<file path="config.mk">
export PLATFORM = sky130hd
export DESIGN_NAME = fir_tap_scheduler
export DESIGN_NICKNAME = d
export VERILOG_FILES = /design/src/rtl/fir_tap_scheduler.sv
export SDC_FILE = /design/constraint.sdc
export NUM_CORES = 1
export LEC_CHECK = 0
export CAP_MARGIN = 20
export CORE_AREA = 3 3 79 81
export DETAILED_ROUTE_END_ITERATION = 6
export DIE_AREA = 0 0 82 84
export HOLD_SLACK_MARGIN = 0.12
export PLACE_DENSITY = 0.82
export SYNTH_ARGS = -nofsm -noshare
export SYNTH_HDL_FRONTEND = slang
export SYNTH_SLANG_ARGS = --single-unit
</file>
<file path="constraint.sdc">
create_clock -name iClk_12M -period 3.05 [get_ports iClk_12M]
set_input_delay 0.4575 -clock iClk_12M [delete_from_list [all_inputs] [get_ports iClk_12M]]
set_output_delay 0.4575 -clock iClk_12M [all_outputs]
set_load 0.02 [all_outputs]
</file>
<file path="src/rtl/fir_tap_scheduler.sv">
`default_nettype none
// +--------------------------------------------------------------------------+
// | Module   : fir_tap_scheduler                                             |
// | Purpose  : Sequences a 40-tap FIR built from four 10-word coefficient    |
// |            RAM banks. Per sample strobe: one delay-shift/acc-clear      |
// |            cycle, ten MAC read cycles (all banks in parallel), one      |
// |            flush cycle for the RAM read latency, one final-sum cycle.   |
// |            In update mode host writes are routed to the owning bank.    |
// | Ports    : iClk_12M, iRst (async, active-high)                           |
// |            iEnSample_600k     sample strobe                              |
// |            iCoeffiUpdateFlag  coefficient update mode request            |
// |            iCsnRam/iWrnRam/iAddrRam/iWrDtRam  host RAM port              |
// |            iNumOfCoeff        active tap count (clamped to 40)           |
// |            oCsnRam/oWrnRam/oAddrRam/oWrDtRam  bank RAM port              |
// |            oEnDelay/oClrAcc/oEnSum/oEnMac     datapath controls          |
// |            oBusy, oOvrRun                                                |
// | Config   : FIR_SCHED_OVRRUN_EN - sticky overrun flag on dropped strobes |
// | Revision : 1.0 - initial release                                         |
// +--------------------------------------------------------------------------+
module fir_tap_scheduler (
    input  logic        iClk_12M,
    input  logic        iRst,
    input  logic        iEnSample_600k,
    input  logic        iCoeffiUpdateFlag,
    input  logic        iCsnRam,
    input  logic        iWrnRam,
    input  logic [5:0]  iAddrRam,
    input  logic [15:0] iWrDtRam,
    input  logic [5:0]  iNumOfCoeff,
    output logic [3:0]  oCsnRam,
    output logic [3:0]  oWrnRam,
    output logic [3:0]  oAddrRam,
    output logic [15:0] oWrDtRam,
    output logic        oEnDelay,
    output logic        oClrAcc,
    output logic        oEnSum,
    output logic [3:0]  oEnMac,
    output logic        oBusy,
    output logic        oOvrRun
);

    typedef enum logic [2:0] {
        S_IDLE   = 3'd0,
        S_UPDATE = 3'd1,
        S_CLEAR  = 3'd2,
        S_MAC    = 3'd3,
        S_FLUSH  = 3'd4,
        S_SUM    = 3'd5
    } state_t;

    localparam logic [5:0] C_MAX_TAPS = 6'd40;
    localparam logic [3:0] C_LAST_TAP = 4'd9;

    state_t      state_q, state_d;
    logic [3:0]  k_q, k_d;
    logic [5:0]  neff_q, neff_d;
    logic [3:0]  csn_q, csn_d;
    logic [3:0]  wrn_q, wrn_d;
    logic [3:0]  addr_q, addr_d;
    logic [15:0] wrdt_q, wrdt_d;
    logic        en_delay_q, en_delay_d;
    logic        clr_acc_q, clr_acc_d;
    logic        en_sum_q, en_sum_d;
    logic [3:0]  en_mac_q, en_mac_d;
    logic        busy_q, busy_d;

    // Host write decode: global index -> bank and local address.
    logic       w_wr_valid;
    logic [1:0] w_wr_bank;
    logic [3:0] w_wr_local;

    assign w_wr_valid = !iCsnRam && !iWrnRam && (iAddrRam < C_MAX_TAPS);

    always_comb begin
        w_wr_bank  = 2'd0;
        w_wr_local = iAddrRam[3:0];
        if (iAddrRam >= 6'd30) begin
            w_wr_bank  = 2'd3;
            w_wr_local = 4'(iAddrRam - 6'd30);
        end else if (iAddrRam >= 6'd20) begin
            w_wr_bank  = 2'd2;
            w_wr_local = 4'(iAddrRam - 6'd20);
        end else if (iAddrRam >= 6'd10) begin
            w_wr_bank  = 2'd1;
            w_wr_local = 4'(iAddrRam - 6'd10);
        end
    end

    always_comb begin
        state_d    = state_q;
        k_d        = k_q;
        neff_d     = neff_q;
        csn_d      = 4'b1111;
        wrn_d      = 4'b1111;
        addr_d     = 4'd0;
        wrdt_d     = wrdt_q;
        en_delay_d = 1'b0;
        clr_acc_d  = 1'b0;
        en_sum_d   = 1'b0;
        busy_d     = 1'b0;
        // A bank read issued last MAC cycle returns data now; FLUSH catches k=9.
        en_mac_d   = (state_q == S_MAC) ? ~csn_q : 4'b0000;

        case (state_q)
            S_IDLE: begin
                if (iCoeffiUpdateFlag) begin
                    state_d = S_UPDATE;
                end else if (iEnSample_600k) begin
                    state_d = S_CLEAR;
                end
            end
            S_UPDATE: begin
                // A write seen on the last update cycle still completes.
                if (w_wr_valid) begin
                    csn_d[w_wr_bank] = 1'b0;
                    wrn_d[w_wr_bank] = 1'b0;
                    addr_d           = w_wr_local;
                    wrdt_d           = iWrDtRam;
                end
                if (!iCoeffiUpdateFlag) begin
                    state_d = S_IDLE;
                end
            end
            S_CLEAR: begin
                neff_d  = (iNumOfCoeff > C_MAX_TAPS) ? C_MAX_TAPS : iNumOfCoeff;
                k_d     = 4'd0;
                state_d = S_MAC;
            end
            S_MAC: begin
                if (k_q == C_LAST_TAP) begin
                    state_d = S_FLUSH;
                end else begin
                    k_d = k_q + 4'd1;
                end
            end
            S_FLUSH: state_d = S_SUM;
            S_SUM:   state_d = S_IDLE;
            default: state_d = S_IDLE;
        endcase

        // Outputs are decoded from the next state so they register in step with it.
        case (state_d)
            S_CLEAR: begin
                en_delay_d = 1'b1;
                clr_acc_d  = 1'b1;
                busy_d     = 1'b1;
            end
            S_MAC: begin
                busy_d = 1'b1;
                addr_d = k_d;
                for (int b = 0; b < 4; b++) begin
                    if ((6'(10 * b) + {2'b00, k_d}) < neff_d) begin
                        csn_d[b] = 1'b0;
                    end
                end
            end
            S_FLUSH: busy_d = 1'b1;
            S_SUM: begin
                busy_d   = 1'b1;
                en_sum_d = 1'b1;
            end
            default: ;
        endcase
    end

    always_ff @(posedge iClk_12M or posedge iRst) begin
        if (iRst) begin
            state_q    <= S_IDLE;
            k_q        <= 4'd0;
            neff_q     <= 6'd0;
            csn_q      <= 4'b1111;
            wrn_q      <= 4'b1111;
            addr_q     <= 4'd0;
            wrdt_q     <= 16'd0;
            en_delay_q <= 1'b0;
            clr_acc_q  <= 1'b0;
            en_sum_q   <= 1'b0;
            en_mac_q   <= 4'b0000;
            busy_q     <= 1'b0;
        end else begin
            state_q    <= state_d;
            k_q        <= k_d;
            neff_q     <= neff_d;
            csn_q      <= csn_d;
            wrn_q      <= wrn_d;
            addr_q     <= addr_d;
            wrdt_q     <= wrdt_d;
            en_delay_q <= en_delay_d;
            clr_acc_q  <= clr_acc_d;
            en_sum_q   <= en_sum_d;
            en_mac_q   <= en_mac_d;
            busy_q     <= busy_d;
        end
    end

`ifdef FIR_SCHED_OVRRUN_EN
    // Strobe arriving while a run is in flight is dropped and flagged.
    logic w_drop;
    logic ovr_q;

    assign w_drop = iEnSample_600k && busy_q;

    always_ff @(posedge iClk_12M or posedge iRst) begin
        if (iRst) begin
            ovr_q <= 1'b0;
        end else if (w_drop) begin
            ovr_q <= 1'b1;
        end
    end

    assign oOvrRun = ovr_q;
`else
    assign oOvrRun = 1'b0;
`endif

    assign oCsnRam  = csn_q;
    assign oWrnRam  = wrn_q;
    assign oAddrRam = addr_q;
    assign oWrDtRam = wrdt_q;
    assign oEnDelay = en_delay_q;
    assign oClrAcc  = clr_acc_q;
    assign oEnSum   = en_sum_q;
    assign oEnMac   = en_mac_q;
    assign oBusy    = busy_q;

endmodule
`default_nettype wire

</file>
; ---- Word level (Yosys, flattened, before mapping)
; Cells that the tools add are included.
[word_totals]
input_bits = 34
out_inout_bits = 37
register_bits = 48
[classes]
add_sub_neg = 7
n_bitwise = 2
mux = 31
n_reduce_logical = 8
magnitude_cmp = 11
n_eq_ne = 9
[op_table]
columns = operator, n
row1 = 4-bit two-way mux, 11
row2 = 3-bit one-hot mux with 5 select lines, 1
row3 = 5-bit by 4-bit adder with 6-bit output (first input constant), 2
row4 = 3-bit by 2-bit equality test with 1-bit output (second input constant), 4
row5 = 6-bit by 5-bit >= comparator with 1-bit output (second input constant), 2
row6 = 6-bit less-than comparator, 2
row7 = 3-bit two-way mux, 4
row8 = 6-bit two-way mux, 2
row9 = 3-bit equality test (second input constant), 3
row10 = 1-bit two-way mux, 9
row11 = 4-bit inverter, 2
row12 = 4-bit one-hot mux with 2 select lines, 1
row13 = 4-bit subtractor (second input constant), 2
row14 = 6-bit by 4-bit >= comparator with 1-bit output (second input constant), 1
row15 = 6-bit greater-than comparator (second input constant), 1
row16 = 4-bit by 6-bit less-than comparator with 1-bit output, 1
row17 = 5-bit by 6-bit less-than comparator with 1-bit output, 1
row18 = 6-bit less-than comparator (second input constant), 1
row19 = 4-bit by 4-bit adder with 5-bit output (first input constant), 1
row20 = 4-bit by 1-bit adder with 4-bit output (second input constant), 1
row21 = 4-bit equality test (second input constant), 1
row22 = 2-bit two-way mux, 2
row23 = 4-bit OR reduction, 1
row24 = 4-bit by 3-bit subtractor with 4-bit output (second input constant), 1
row25 = other kinds (8), 11

; ---- Longest topological paths before layout
; Gate-level depths: netlist (run 1).
[depth]
word_depth = 13
depth_mapped = 15
mapped_depth_nobuf = 15

; ---- Worst setup path before layout (run 1)
; OpenSTA, ideal clock, no wires.
[synth_path]
path_type = register to register
start = reg k_q[0]
end = reg csn_q[3] (netlist: oCsnRam[3])
path_stages_with_launch = 13
required_time_ns = 2.964
setup_ns = 0.086
path_slack_ns = 0.393
t_arrival_ns = 2.571
cell_sequence = dfrtp_1 -> ha_1 -> nand3b_1 -> nand3_1 -> o22ai_1 -> inv_1 -> ha_1 -> xor2_1 -> ha_1 -> and3_1 -> a22o_1 -> o31ai_1 -> o21ai_1
[synth_via]
elab_chain_len = 7
word_cells_on_any_way = 11
classes_between = add/sub: 2 / order compare: 1 / eq/ne: 2 / mux: 6
[synth_rtl]
columns = element, line
row1 = from (decl), 55  ; logic [3:0] k_q, k_d;
row2 = from (signal assigned), 182  ; k_q <= k_d;
row3 = 4-bit by 1-bit adder with 4-bit output / 4-bit equality test (equally long branches), "133, 130"
row4 = 4-bit two-way mux (*), 130  ; if (k_q == C_LAST_TAP) begin
row5 = 4-bit one-hot mux with 2 select lines (*), 104  ; case (state_q)
row6 = net k_d[1], 55
row7 = 5-bit by 4-bit adder with 6-bit output (*), 152  ; if ((6'(10 * b) + {2'b00, k_d}) < neff_d) begin
row8 = 6-bit less-than comparator (*), 152
row9 = 1-bit two-way mux (*), 152
row10 = 4-bit two-way mux (*), 142  ; case (state_d)
row11 = net csn_d[3], 57  ; logic [3:0] csn_q, csn_d;
row12 = to (signal assigned), 184  ; csn_q <= csn_d;
row13 = to (decl), 57
; Mark *: on every way through the listed nets, which the timed path passes. The rest lies on a longest branch.
; A chain may end at the register's enable or synchronous reset.

; ---- Worst setup path in the final report (run 1)
[layout_path]
start = reg k_q[1]
end = reg csn_q[2] (netlist: oCsnRam[2])
; Same word-level chain as after synthesis.

==> implementation parameters, run 1 <==
Parameter                              Value

Synth
  Post-Synth Adder-Cell Area ... 13.32%
  Average cell area after synthesis ... 10.98 µm²
  Post-Synthesis Cell Area ... 2724 µm²
  Fraction of synthesized cell area in xor and xnor cells ... 1.929%
  Count of unique library cells instantiated by Yosys ... 55
  Compound-Gate Fraction of Synth Area ... 14.24%
  Number of instances in the synthesized netlist ... 248
  Post-synthesis sequential element count ... 48
  Dominant combinational cell family by area after synthesis ... compound AO/OA/AOI/OAI gates
  Simple-gate share of the synthesized area ... 12.49%
  Share of flip-flops with an asynchronous set or reset ... 100.0%
  Fraction of the yosys area taken by sequential cells ... 44.46%
  Top_reg_cell synth ... sky130_fd_sc_hd__dfrtp_1
  Number of warnings issued by yosys ... 0
  Proportion of synthesized area in mux cells ... 8.176%
  Syn Nets ... 311
  Number of flops mapped to enable cells by yosys ... 0

STA
  Post-route clock period utilization ... 92.01%
  Count of pins over their slew limit ... 0
  Unrepaired setup endpoints after global routing ... no
  Final hold violations ... 0
  Shortest period the worst path allows ... 2.806 ns
  Final worst clock skew ... 0.008896 ns
  Timing-limited maximum frequency ... 356.4 MHz
  Worst slew slack as a fraction of its limit ... 57.18%
  Least-Margin Pin Slew ... 0.6365 ns
  Finish-stage setup viols ... 0
  Setup total negative slack ... 0 ns
  Worst hold slack across all endpoints ... 0.3383 ns

Pwr
  Sequential cell fraction of total power ... 28.5%
  Net switching fraction of the power ... 39.87%
  Fraction of power consumed by combinational cells ... 56.6%
  Net switching power figure ... 1.463 mW
  Max IR drop VDD ... 444.1 µV
  Static Leak ... 1.655 nW
  Clock share of power ... 15.0%
  Pwr Density ... 995.6 nW/µm²
  Internal ... 2.206 mW

Floorplan
  Starting Density ... 49.16%
  Die footprint ... 6888 µm²
  Die height ... 84 µm
  Die X ... 82 µm
  Boundary Pins ... 71
  Placeable core region ... 5540 µm²
  Cell Rows ... 27

Placement
  HPWL reported at the end of detailed placement ... 4781 µm
  Final weighted congestion in routability-driven placement ... 0.9230
  I/O Buffers ... 69

Global routing
  Remaining global-route overflow ... 0
  Largest net degree at the start of global routing ... 49
  Global-route usage over all layers ... 19.27%
  Antenna violations before repair ... 0
  First-pass GRT wire length ... 10410 µm
  Via count of the first global-routing pass ... 2107

Clock network
  Number of H-tree levels ... 2
  Worst-skew pair later-pin latency ... 0.30 ns
  Number of clock sinks ... 48
  Count of hold-fix buffers inserted at cts ... 0
  Total clock buffers created by CTS ... 5
  Register clock-pin slew on the reported worst setup and hold paths ... 0.09 ns
  TritonCTS clock tree ... done
  Number of buffers on the longest clock path ... 2
  Library cell used as clock root buffer ... sky130_fd_sc_hd__clkbuf_8

Detailed routing
  Drt via density ... 5.406
  Router iterations before antenna repair ... 4
  Met2 Wirelength ... 3285 µm
  Total wirelength of the detailed-routed design ... 6290 µm
  Uppermost signal routing layer after detailed routing ... met4
  Average wire per standard cell ... 15.76 µm
  Antenna-violating nets left ... 0
  Met1 wire length ... 2538 µm
  Count of routing violations after the opening detailed-route iteration ... 134
  Count of unresolved DRC violations after routing ... 0
  Via count ... 2157
  Met3 Wirelength ... 373 µm

Outcome
  Outcome ... complete, no violations

Layout
  Fraction of layout instances using a drive strength above 1 ... 16.21%
  Number of antenna repair diodes ... 0
  Number of nets in the final layout ... 389
  Most used cells in the layout excluding fill and tap cells ... sky130_fd_sc_hd__clkdlybuf4s50_1 (69), sky130_fd_sc_hd__dfrtp_1 (40), sky130_fd_sc_hd__ha_1 (29)
  Layout overhead on the synthesized area ... 35.28%
  Most common library cell in the layout ignoring fill and taps ... sky130_fd_sc_hd__clkdlybuf4s50_1

Setup path
  Data required time of the worst path ... 3.26 ns
  Startpoint Class ... flop
  Critical path start-end classification ... flop to flop
  Sort of element at the end of the critical path ... flop
  Critical Path AT ... 3.02 ns
  Highest fanout seen on the critical path ... 6

Run
  Number of max-capacitance violations reported ... 0

Hold path
  Type of the worst min-delay path ... input port to async pin
-- stage by stage --
stage / util, % / area, µm² / setup slack [ns] / cells / total power [mW]
4_1_cts: 65.74 / 3642 / 0.1230 / 397 / 3.645
6_report: 66.51 / 3685 / 0.2438 / 399 / 3.669
5_1_grt: 66.51 / 3685 / 0.004763 / 399 / 3.942
3_3_place_gp: 63.26 / 3505 / 0.3118 / 389 / 3.016
3_5_place_dp: 63.26 / 3505 / 0.1904 / 389 / 3.083
2_1_floorplan: - / 2724 / 0.3925 / 248 / 2.359
-- worst paths after layout --
kind                       slack (ns)        from  depth (start not counted)            to
hold reg to reg                  0.49  oCsnRam[0]                          1     oEnMac[0]
min in group iClk_12M            0.49  oCsnRam[0]                          1     oEnMac[0]
setup reg to reg                 0.24      k_q[1]                         13    oCsnRam[2]
max in group asynchronous        2.21        iRst                          3    oCsnRam[3]
hold / removal                   0.34        iRst                          2  oWrDtRam[14]
setup / recovery                 0.24      k_q[1]                         13    oCsnRam[2]
-- metal layers --
metal	GRT usage [%]	vias to the layer above
li1	-	1032
met1	26.29	1052
met2	30.93	64
met3	3.564	9
met4	5.287	0
met5	0	-
-- cell usage after synthesis (all sizes together) (2+ instances only) --
master	instances	area (µm²)
nand2	12	45.04
dfrtp	40	1001
nor3b	2	15.01
a21oi	7	38.79
or3b	2	20.02
a211oi	2	20.02
buf	7	52.54
nand3b	4	30.03
o21a	3	22.52
mux2i	3	42.54
inv	24	90.09
nor2b	2	12.51
a21o	4	30.03
xnor2	5	43.79
ha	29	362.9
o22ai	3	18.77
a21boi	3	22.52
nor3	4	20.02
o31ai	3	22.52
nand2b	3	18.77
dfstp	8	210.2
o21ai	12	60.05
a22oi	3	22.52
nand4	2	12.51
and3	2	12.51
a2111oi	2	23.77
o2bb2ai	2	23.77
nand3	9	45.04
mux2	16	180.2
nor2	16	67.56
-- state kept, by name, summed over array words and instances, names as in the netlist, 3 cells and up --
name,count
oWrDtRam,16
neff_q,6
k_q,4
oAddrRam,4
oCsnRam,4
oEnMac,4
oWrnRam,4
state_q,3
-- what timing repair did --
item	4_1_cts	5_1_grt
buffers inserted	0	1
gates resized for setup	0	4
setup endpoints to repair	0	3
-- cells by family (layout without fill, tap and decap cells) --
family | Yosys count | in the layout
multiplexers | 19 | 19
buffers and inverters | 31 | 110
XOR/XNOR | 6 | 6
AND/OR/NAND/NOR | 63 | 63
flip-flops | 48 | 48
adder cells (fa/ha/maj) | 29 | 29
AO/OA/AOI/OAI | 51 | 51
other | 1 | 1
-- power groups by stage --
stage | combinational [mW] | sequential [mW] | clock, mW
floorplan | 1.13 | 1.23 | 0
finish | 2.08 | 1.04 | 0.550
detailed placement | 2.03 | 1.05 | 0
CTS | 2.05 | 1.04 | 0.559
global route | 2.27 | 1.08 | 0.590
global placement | 1.97 | 1.04 | 0
-- final cells by class --
cell class / instances / area (µm²)
well taps: 72 / 90.09
repair buffers: 78 / 770.7
multi-input cells: 169 / 1385
fillers: 420 / 1856
flip-flops and latches: 48 / 1211
clock inverters: 3 / 68.82
clock buffers: 5 / 68.82
inverters: 24 / 90.09
-- critical path, cell delays in order (launching register included) --
cell                        delay [ns]
sky130_fd_sc_hd__dfrtp_1          0.41
sky130_fd_sc_hd__inv_1            0.09
sky130_fd_sc_hd__ha_1             0.17
sky130_fd_sc_hd__nand3b_1         0.18
sky130_fd_sc_hd__nand3_4          0.17
sky130_fd_sc_hd__o21ai_1          0.07
sky130_fd_sc_hd__nand2_1          0.10
sky130_fd_sc_hd__o21ai_0          0.12
sky130_fd_sc_hd__ha_1             0.30
sky130_fd_sc_hd__inv_1            0.04
sky130_fd_sc_hd__ha_1             0.28
sky130_fd_sc_hd__a21o_1           0.17
sky130_fd_sc_hd__a2111oi_0        0.48
sky130_fd_sc_hd__a21oi_1          0.15
Note: power is estimated with default switching activity, not from simulation.
==> inputs of run 2 (changes only) <==
--- a/config.mk
+++ b/config.mk
@@ -6,11 +6,11 @@
 export NUM_CORES = 1
 export LEC_CHECK = 0
 export CAP_MARGIN = 20
-export CORE_AREA = 3 3 79 81
+export CORE_AREA = 3 3 73 88
 export DETAILED_ROUTE_END_ITERATION = 6
-export DIE_AREA = 0 0 82 84
+export DIE_AREA = 0 0 76 91
 export HOLD_SLACK_MARGIN = 0.12
-export PLACE_DENSITY = 0.82
+export PLACE_DENSITY = 0.81
 export SYNTH_ARGS = -nofsm -noshare
 export SYNTH_HDL_FRONTEND = slang
 export SYNTH_SLANG_ARGS = --single-unit
==> run 2 against run 1 <==
  * Worst hold slack gained 0.16 ns
  * Power shrank 5.4%
  * Critical path type unchanged
  * Combinational power is essentially flat
  * Register-to-register slack gained 0.02 ns
  * Largest cell class unchanged
  * Critical endpoint is now oCsnRam[1]
  * Clock power shrank 30%
==> implementation parameters, run 2 (synthesis gave the netlist of run 1 again) <==
Parameter                              Value

Global routing
  First-pass GRT wire length ... 9784 µm
  Antenna violations before repair ... 0
  Via count of the first global-routing pass ... 2089
  Largest net degree at the start of global routing ... 49
  Remaining global-route overflow ... 0
  Global-route usage over all layers ... 17.64%

Pwr
  Static Leak ... 1.622 nW
  Net switching power figure ... 1.421 mW
  Internal ... 2.051 mW
  Pwr Density ... 958.7 nW/µm²
  Max IR drop VDD ... 306.9 µV
  Sequential cell fraction of total power ... 30.0%
  Fraction of power consumed by combinational cells ... 58.9%
  Net switching fraction of the power ... 40.92%
  Clock share of power ... 11.1%

STA
  Timing-limited maximum frequency ... 359.2 MHz
  Worst hold slack across all endpoints ... 0.4948 ns
  Final worst clock skew ... 0.004989 ns
  Unrepaired setup endpoints after global routing ... no
  Worst slew slack as a fraction of its limit ... 36.13%
  Fin worst setup slack ... 0.2663 ns
  Finish-stage setup viols ... 0
  Count of pins over their slew limit ... 0
  Post-route clock period utilization ... 91.27%
  Final hold violations ... 0
  Setup total negative slack ... 0 ns
  Least-Margin Pin Slew ... 0.9567 ns
  Shortest period the worst path allows ... 2.784 ns

Setup path
  Data required time of the worst path ... 3.26 ns
  Highest fanout seen on the critical path ... 5
  Critical path start-end classification ... flop to flop
  Sort of element at the end of the critical path ... flop
  Startpoint Class ... flop
  Critical register-to-register path startpoint ... k_q[0]
  Register-to-register setup slack ... 0.27 ns
  End of the worst register-to-register path ... oCsnRam[1]
  Critical Path AT ... 2.99 ns
  Length in cells of the worst reg-to-reg path ... 12

Floorplan
  Placeable core region ... 5668 µm²
  Starting Density ... 48.06%
  Die footprint ... 6916 µm²
  Die height ... 91 µm
  Boundary Pins ... 71
  Cell Rows ... 30
  Die X ... 76 µm

Layout
  Area occupied by multi-input gates ... 1381 µm²
  Number of flip-flops under the largest register name ... 16
  Layout overhead on the synthesized area ... 32.94%
  Number of nets in the final layout ... 387
  Number of antenna repair diodes ... 0
  Most common library cell in the layout ignoring fill and taps ... sky130_fd_sc_hd__clkdlybuf4s50_1
  Most used cells in the layout excluding fill and tap cells ... sky130_fd_sc_hd__clkdlybuf4s50_1 (69), sky130_fd_sc_hd__dfrtp_1 (40), sky130_fd_sc_hd__ha_1 (29)
  Fraction of layout instances using a drive strength above 1 ... 15.38%
  Storage cell area ... 1211 µm²
  Number of fill cells in the layout ... 456

Placement
  HPWL reported at the end of detailed placement ... 4755 µm
  I/O Buffers ... 69
  Minimum setup slack after placement ... 0.1838 ns
  Final weighted congestion in routability-driven placement ... 0.8977

Detailed routing
  Total wirelength of the detailed-routed design ... 5976 µm
  Via count ... 2102
  Count of routing violations after the opening detailed-route iteration ... 103
  Router iterations before antenna repair ... 4
  Antenna-violating nets left ... 0
  Average wire per standard cell ... 14.76 µm
  Count of unresolved DRC violations after routing ... 0
  Drt via density ... 5.190

Clock network
  Register clock-pin slew on the reported worst setup and hold paths ... 0.08 ns
  Count of hold-fix buffers inserted at cts ... 0
  Number of buffers on the longest clock path ... 2
  Total clock buffers created by CTS ... 5
  Number of clock sinks ... 48
  Worst-skew pair later-pin latency ... 0.29 ns
  Number of H-tree levels ... 2
  TritonCTS clock tree ... done
  Library cell used as clock root buffer ... sky130_fd_sc_hd__clkbuf_8

Hold path
  Worst hold path stage count ... 1
  Type of the worst min-delay path ... flop to flop
  Hold path start ... oCsnRam[0]
  Worst Hold End ... oEnMac[0]

Outcome
  Outcome ... complete, no violations

Run
  Number of max-capacitance violations reported ... 0
[run 2: layout make-up]
cell class | count | area share, %
Clock buffer | 7 | 2.384
Clock inverter | 1 | 0.2419
Inverter | 24 | 2.488
Multi-Input combinational cell | 169 | 38.15
Sequential cell | 48 | 33.45
Tap cell | 80 | 2.764
Timing Repair Buffer | 76 | 20.53
[run 2: what timing repair did]
| action | CTS | global route |
|---|---|---|
| buffers inserted | 0 | 0 |
| resized for setup | 0 | 5 |
| setup endpoints to repair | 0 | 3 |
[run 2: worst max-delay path by stage]
stage,startpoint,to,cells after the start
final,k_q[0],oCsnRam[1],12
after global routing,k_q[0],oCsnRam[1],13
after CTS,k_q[0],oCsnRam[3],13
after detailed placement,k_q[0],oCsnRam[3],13
after global placement,k_q[0],oCsnRam[2],12
after floorplan,k_q[0],oCsnRam[3],12
[run 2: worst max-delay path, cell delays in order (launching register included)]
cell and delay (ns):
sky130_fd_sc_hd__dfrtp_1 0.44, sky130_fd_sc_hd__ha_1 0.23, sky130_fd_sc_hd__and4b_1 0.20, sky130_fd_sc_hd__nor2_1 0.31, sky130_fd_sc_hd__o22ai_1 0.18, sky130_fd_sc_hd__inv_1 0.12, sky130_fd_sc_hd__ha_1 0.26, sky130_fd_sc_hd__ha_1 0.30
sky130_fd_sc_hd__a21o_1 0.18, sky130_fd_sc_hd__a21oi_1 0.13, sky130_fd_sc_hd__nor2b_1 0.06, sky130_fd_sc_hd__o31ai_1 0.19, sky130_fd_sc_hd__a21boi_1 0.10
[run 2: metal layers]
| metal | GRT usage (%) | vias to the layer above | share of wire, % |
|---|---|---|---|
| met4 | 7.704 | 0 | 3.0 |
| met2 | 32.62 | 53 | 53 |
| met3 | 2.381 | 14 | 3.4 |
| li1 | - | 1029 | - |
| met1 | 20.18 | 1006 | 40 |
| met5 | 0 | - | 0 |
[run 2: power groups by stage]
| stage | sequential (mW) | combinational [mW] | clock [mW] |
|---|---|---|---|
| after floorplan | 1.23 | 1.13 | 0 |
| final | 1.04 | 2.05 | 0.385 |
| after global placement | 1.04 | 1.97 | 0 |
| after CTS | 1.04 | 2.03 | 0.397 |
| after global routing | 1.07 | 2.23 | 0.425 |
| after detailed placement | 1.05 | 2.02 | 0 |
[run 2: stage by stage]
stage / power [mW] / util, % / instance area (µm²) / std cells
final: 3.471 / 63.89 / 3621 / 405
after CTS: 3.470 / 63.69 / 3610 / 405
after detailed placement: 3.077 / 62.01 / 3515 / 397
after global placement: 3.011 / 62.01 / 3515 / 397
after global routing: 3.731 / 63.89 / 3621 / 405
after floorplan: 2.359 / - / 2724 / 248
==> inputs of run 3 (changes only) <==
--- a/config.mk
+++ b/config.mk
@@ -6,11 +6,12 @@
 export NUM_CORES = 1
 export LEC_CHECK = 0
 export CAP_MARGIN = 20
-export CORE_AREA = 3 3 73 88
+export CORE_AREA = 3 3 75 91
+export CTS_BUF_LIST = sky130_fd_sc_hd__clkbuf_4 sky130_fd_sc_hd__clkbuf_8
 export DETAILED_ROUTE_END_ITERATION = 6
-export DIE_AREA = 0 0 76 91
+export DIE_AREA = 0 0 78 94
 export HOLD_SLACK_MARGIN = 0.12
-export PLACE_DENSITY = 0.81
+export PLACE_DENSITY = 0.8
 export SYNTH_ARGS = -nofsm -noshare
 export SYNTH_HDL_FRONTEND = slang
 export SYNTH_SLANG_ARGS = --single-unit
==> constraint.sdc (replaced) <==
create_clock -name iClk_12M -period 2.5 [get_ports iClk_12M]
set_input_delay 0.375 -clock iClk_12M [delete_from_list [all_inputs] [get_ports iClk_12M]]
set_output_delay 0.375 -clock iClk_12M [all_outputs]
set_load 0.02 [all_outputs]
==> run 3 against run 2 <==
  * Wire length grew 31%
  * Maximum frequency grew 5.5%
  * Final cell count increased by 10%
  * Power up 50%
  * Combinational power grew 67%
  * Critical path depth stayed put
  * Highest routed layer unchanged
  * The run now ends with setup timing left
==> implementation parameters, run 3 (synthesis gave the netlist of run 1 again) <==
Parameter                              Value

Outcome
  Outcome ... finished with violations
  Failing checks ... setup timing

Floorplan
  Die height ... 94 µm
  Die X ... 78 µm
  Placeable core region ... 6051 µm²
  Starting Density ... 45.02%
  Boundary Pins ... 71
  Die footprint ... 7332 µm²
  Cell Rows ... 31

STA
  Finish-stage setup viols ... 3
  Unrepaired setup endpoints after global routing ... yes
  Worst slew slack as a fraction of its limit ... 63.95%
  Least-Margin Pin Slew ... 0.5396 ns
  Shortest period the worst path allows ... 2.638 ns
  Count of pins over their slew limit ... 0
  Final hold violations ... 0
  Fin worst setup slack ... -0.1384 ns
  Final worst clock skew ... 0.008945 ns
  Post-route clock period utilization ... 105.5%
  Timing-limited maximum frequency ... 379.0 MHz

Detailed routing
  Total wirelength of the detailed-routed design ... 7858 µm
  Antenna-violating nets left ... 0
  Drt via density ... 5.338
  Via count ... 2386
  Count of unresolved DRC violations after routing ... 0
  Router iterations before antenna repair ... 4
  Count of routing violations after the opening detailed-route iteration ... 115
  Average wire per standard cell ... 17.58 µm

Clock network
  Number of H-tree levels ... 2
  Number of clock sinks ... 48
  TritonCTS clock tree ... done
  Worst-skew pair later-pin latency ... 0.31 ns
  Library cell used as clock root buffer ... sky130_fd_sc_hd__clkbuf_8
  Register clock-pin slew on the reported worst setup and hold paths ... 0.09 ns
  Total clock buffers created by CTS ... 5
  Number of buffers on the longest clock path ... 2

Pwr
  Internal ... 2.992 mW
  Max IR drop VDD ... 484.9 µV
  Net switching fraction of the power ... 42.48%
  Sequential cell fraction of total power ... 24.5%
  Static Leak ... 1.826 nW
  Fraction of power consumed by combinational cells ... 66.0%
  Post-route total power ... 5.201 mW
  Net switching power figure ... 2.209 mW
  Pwr Density ... 1261 nW/µm²
  Clock share of power ... 9.5%

Layout
  Cell area after layout ... 4124 µm²
  Most common library cell in the layout ignoring fill and taps ... sky130_fd_sc_hd__clkdlybuf4s50_1
  Fraction of layout instances using a drive strength above 1 ... 32.88%
  Storage cell area ... 1211 µm²
  Most used cells in the layout excluding fill and tap cells ... sky130_fd_sc_hd__clkdlybuf4s50_1 (69), sky130_fd_sc_hd__buf_4 (45), sky130_fd_sc_hd__dfrtp_1 (40)
  Fin util ... 68.16%
  Number of antenna repair diodes ... 0
  Layout overhead on the synthesized area ... 51.40%
  Number of nets in the final layout ... 427
  Number of fill cells in the layout ... 431
  Area occupied by multi-input gates ... 1572 µm²
  Number of flip-flops under the largest register name ... 16

Placement
  Minimum setup slack after placement ... -0.1374 ns
  I/O Buffers ... 69
  Instance area after placement ... 3709 µm²
  HPWL reported at the end of detailed placement ... 5249 µm
  Final weighted congestion in routability-driven placement ... 0.8395

Setup path
  Startpoint Class ... flop
  Register-to-register setup slack ... -0.14 ns
  Data required time of the worst path ... 2.74 ns
  Highest fanout seen on the critical path ... 4
  Critical path start-end classification ... flop to flop
  Sort of element at the end of the critical path ... flop
  Critical Path AT ... 2.88 ns

Global routing
  Global-route usage over all layers ... 19.89%
  Remaining global-route overflow ... 0
  Met1 Usage GRT ... 21.88%
  Busiest metal layer after global routing ... met2
  Antenna violations before repair ... 0
  Via count of the first global-routing pass ... 2398
  First-pass GRT wire length ... 11450 µm
  Largest net degree at the start of global routing ... 23
  Global routing usage on met2 ... 36.71%
  GR Layer Usage met3 ... 2.783%

Hold path
  Type of the worst min-delay path ... input port to async pin

Run
  Number of max-capacitance violations reported ... 0
-- run 3: worst paths after layout --
| kind | start | endpoint | cells after the start |
|---|---|---|---|
| max | k_q[0] | oCsnRam[3] | 12 |
| min | iRst | oWrDtRam[15] | 2 |
| max reg2reg | k_q[0] | oCsnRam[3] | 12 |
| min reg2reg | oWrDtRam[15] | oWrDtRam[15] | 1 |
| max in group asynchronous | iRst | oCsnRam[2] | 3 |
| min in group iClk_12M | oWrDtRam[15] | oWrDtRam[15] | 1 |
-- run 3: worst max-delay path, cell delays in order, from the launching register on --
cell	delay (ns)
sky130_fd_sc_hd__dfrtp_1	0.43
sky130_fd_sc_hd__ha_4	0.19
sky130_fd_sc_hd__nand3b_1	0.12
sky130_fd_sc_hd__nand3_2	0.14
sky130_fd_sc_hd__buf_4	0.18
sky130_fd_sc_hd__o21a_4	0.23
sky130_fd_sc_hd__ha_1	0.17
sky130_fd_sc_hd__a21boi_1	0.13
sky130_fd_sc_hd__ha_1	0.29
sky130_fd_sc_hd__a21o_1	0.17
sky130_fd_sc_hd__a22o_1	0.24
sky130_fd_sc_hd__o31ai_2	0.18
sky130_fd_sc_hd__o21ai_1	0.09
-- run 3: per-stage QoR --
stage          hold WS, ns  std cells  setup TNS [ns]
3_3_place_gp        0.4847        423               0
4_1_cts             0.3968        444         -0.2932
2_1_floorplan       0.4799        248        -0.02017
3_5_place_dp        0.4878        423         -0.3139
5_1_grt             0.4252        447         -0.6893
6_report            0.3876        447         -0.3920
-- run 3: cell type report --
| type | instances | area share (%) |
|---|---|---|
| Inverter | 24 | 2.184 |
| Multi-Input combinational cell | 169 | 38.11 |
| Clock inverter | 2 | 0.3641 |
| Tap cell | 82 | 2.488 |
| Sequential cell | 48 | 29.37 |
| Timing Repair Buffer | 116 | 25.49 |
| Clock buffer | 6 | 2.002 |
-- run 3: power by group through the flow --
stage	clock (mW)	combinational (mW)	sequential, mW
2_1_floorplan	0	1.41	1.50
3_3_place_gp	0	2.67	1.25
3_5_place_dp	0	2.75	1.27
4_1_cts	0.494	2.95	1.25
5_1_grt	0.527	3.68	1.31
6_report	0.496	3.43	1.27
-- run 3: timing repair --
item                       CTS  global route
setup endpoints to repair    4             7
pin swaps                    8            13
hold buffers                 0             0
setup buffers               13             4
gates resized for setup     14            26
gates cloned                 0             0
-- run 3: routing by layer --
| metal | up-vias | part of all wire [%] |
|---|---|---|
| met3 | 28 | 4.2 |
| li1 | 1096 | - |
| met2 | 90 | 54 |
| met5 | - | 0 |
| met4 | 0 | 4.1 |
| met1 | 1172 | 38 |
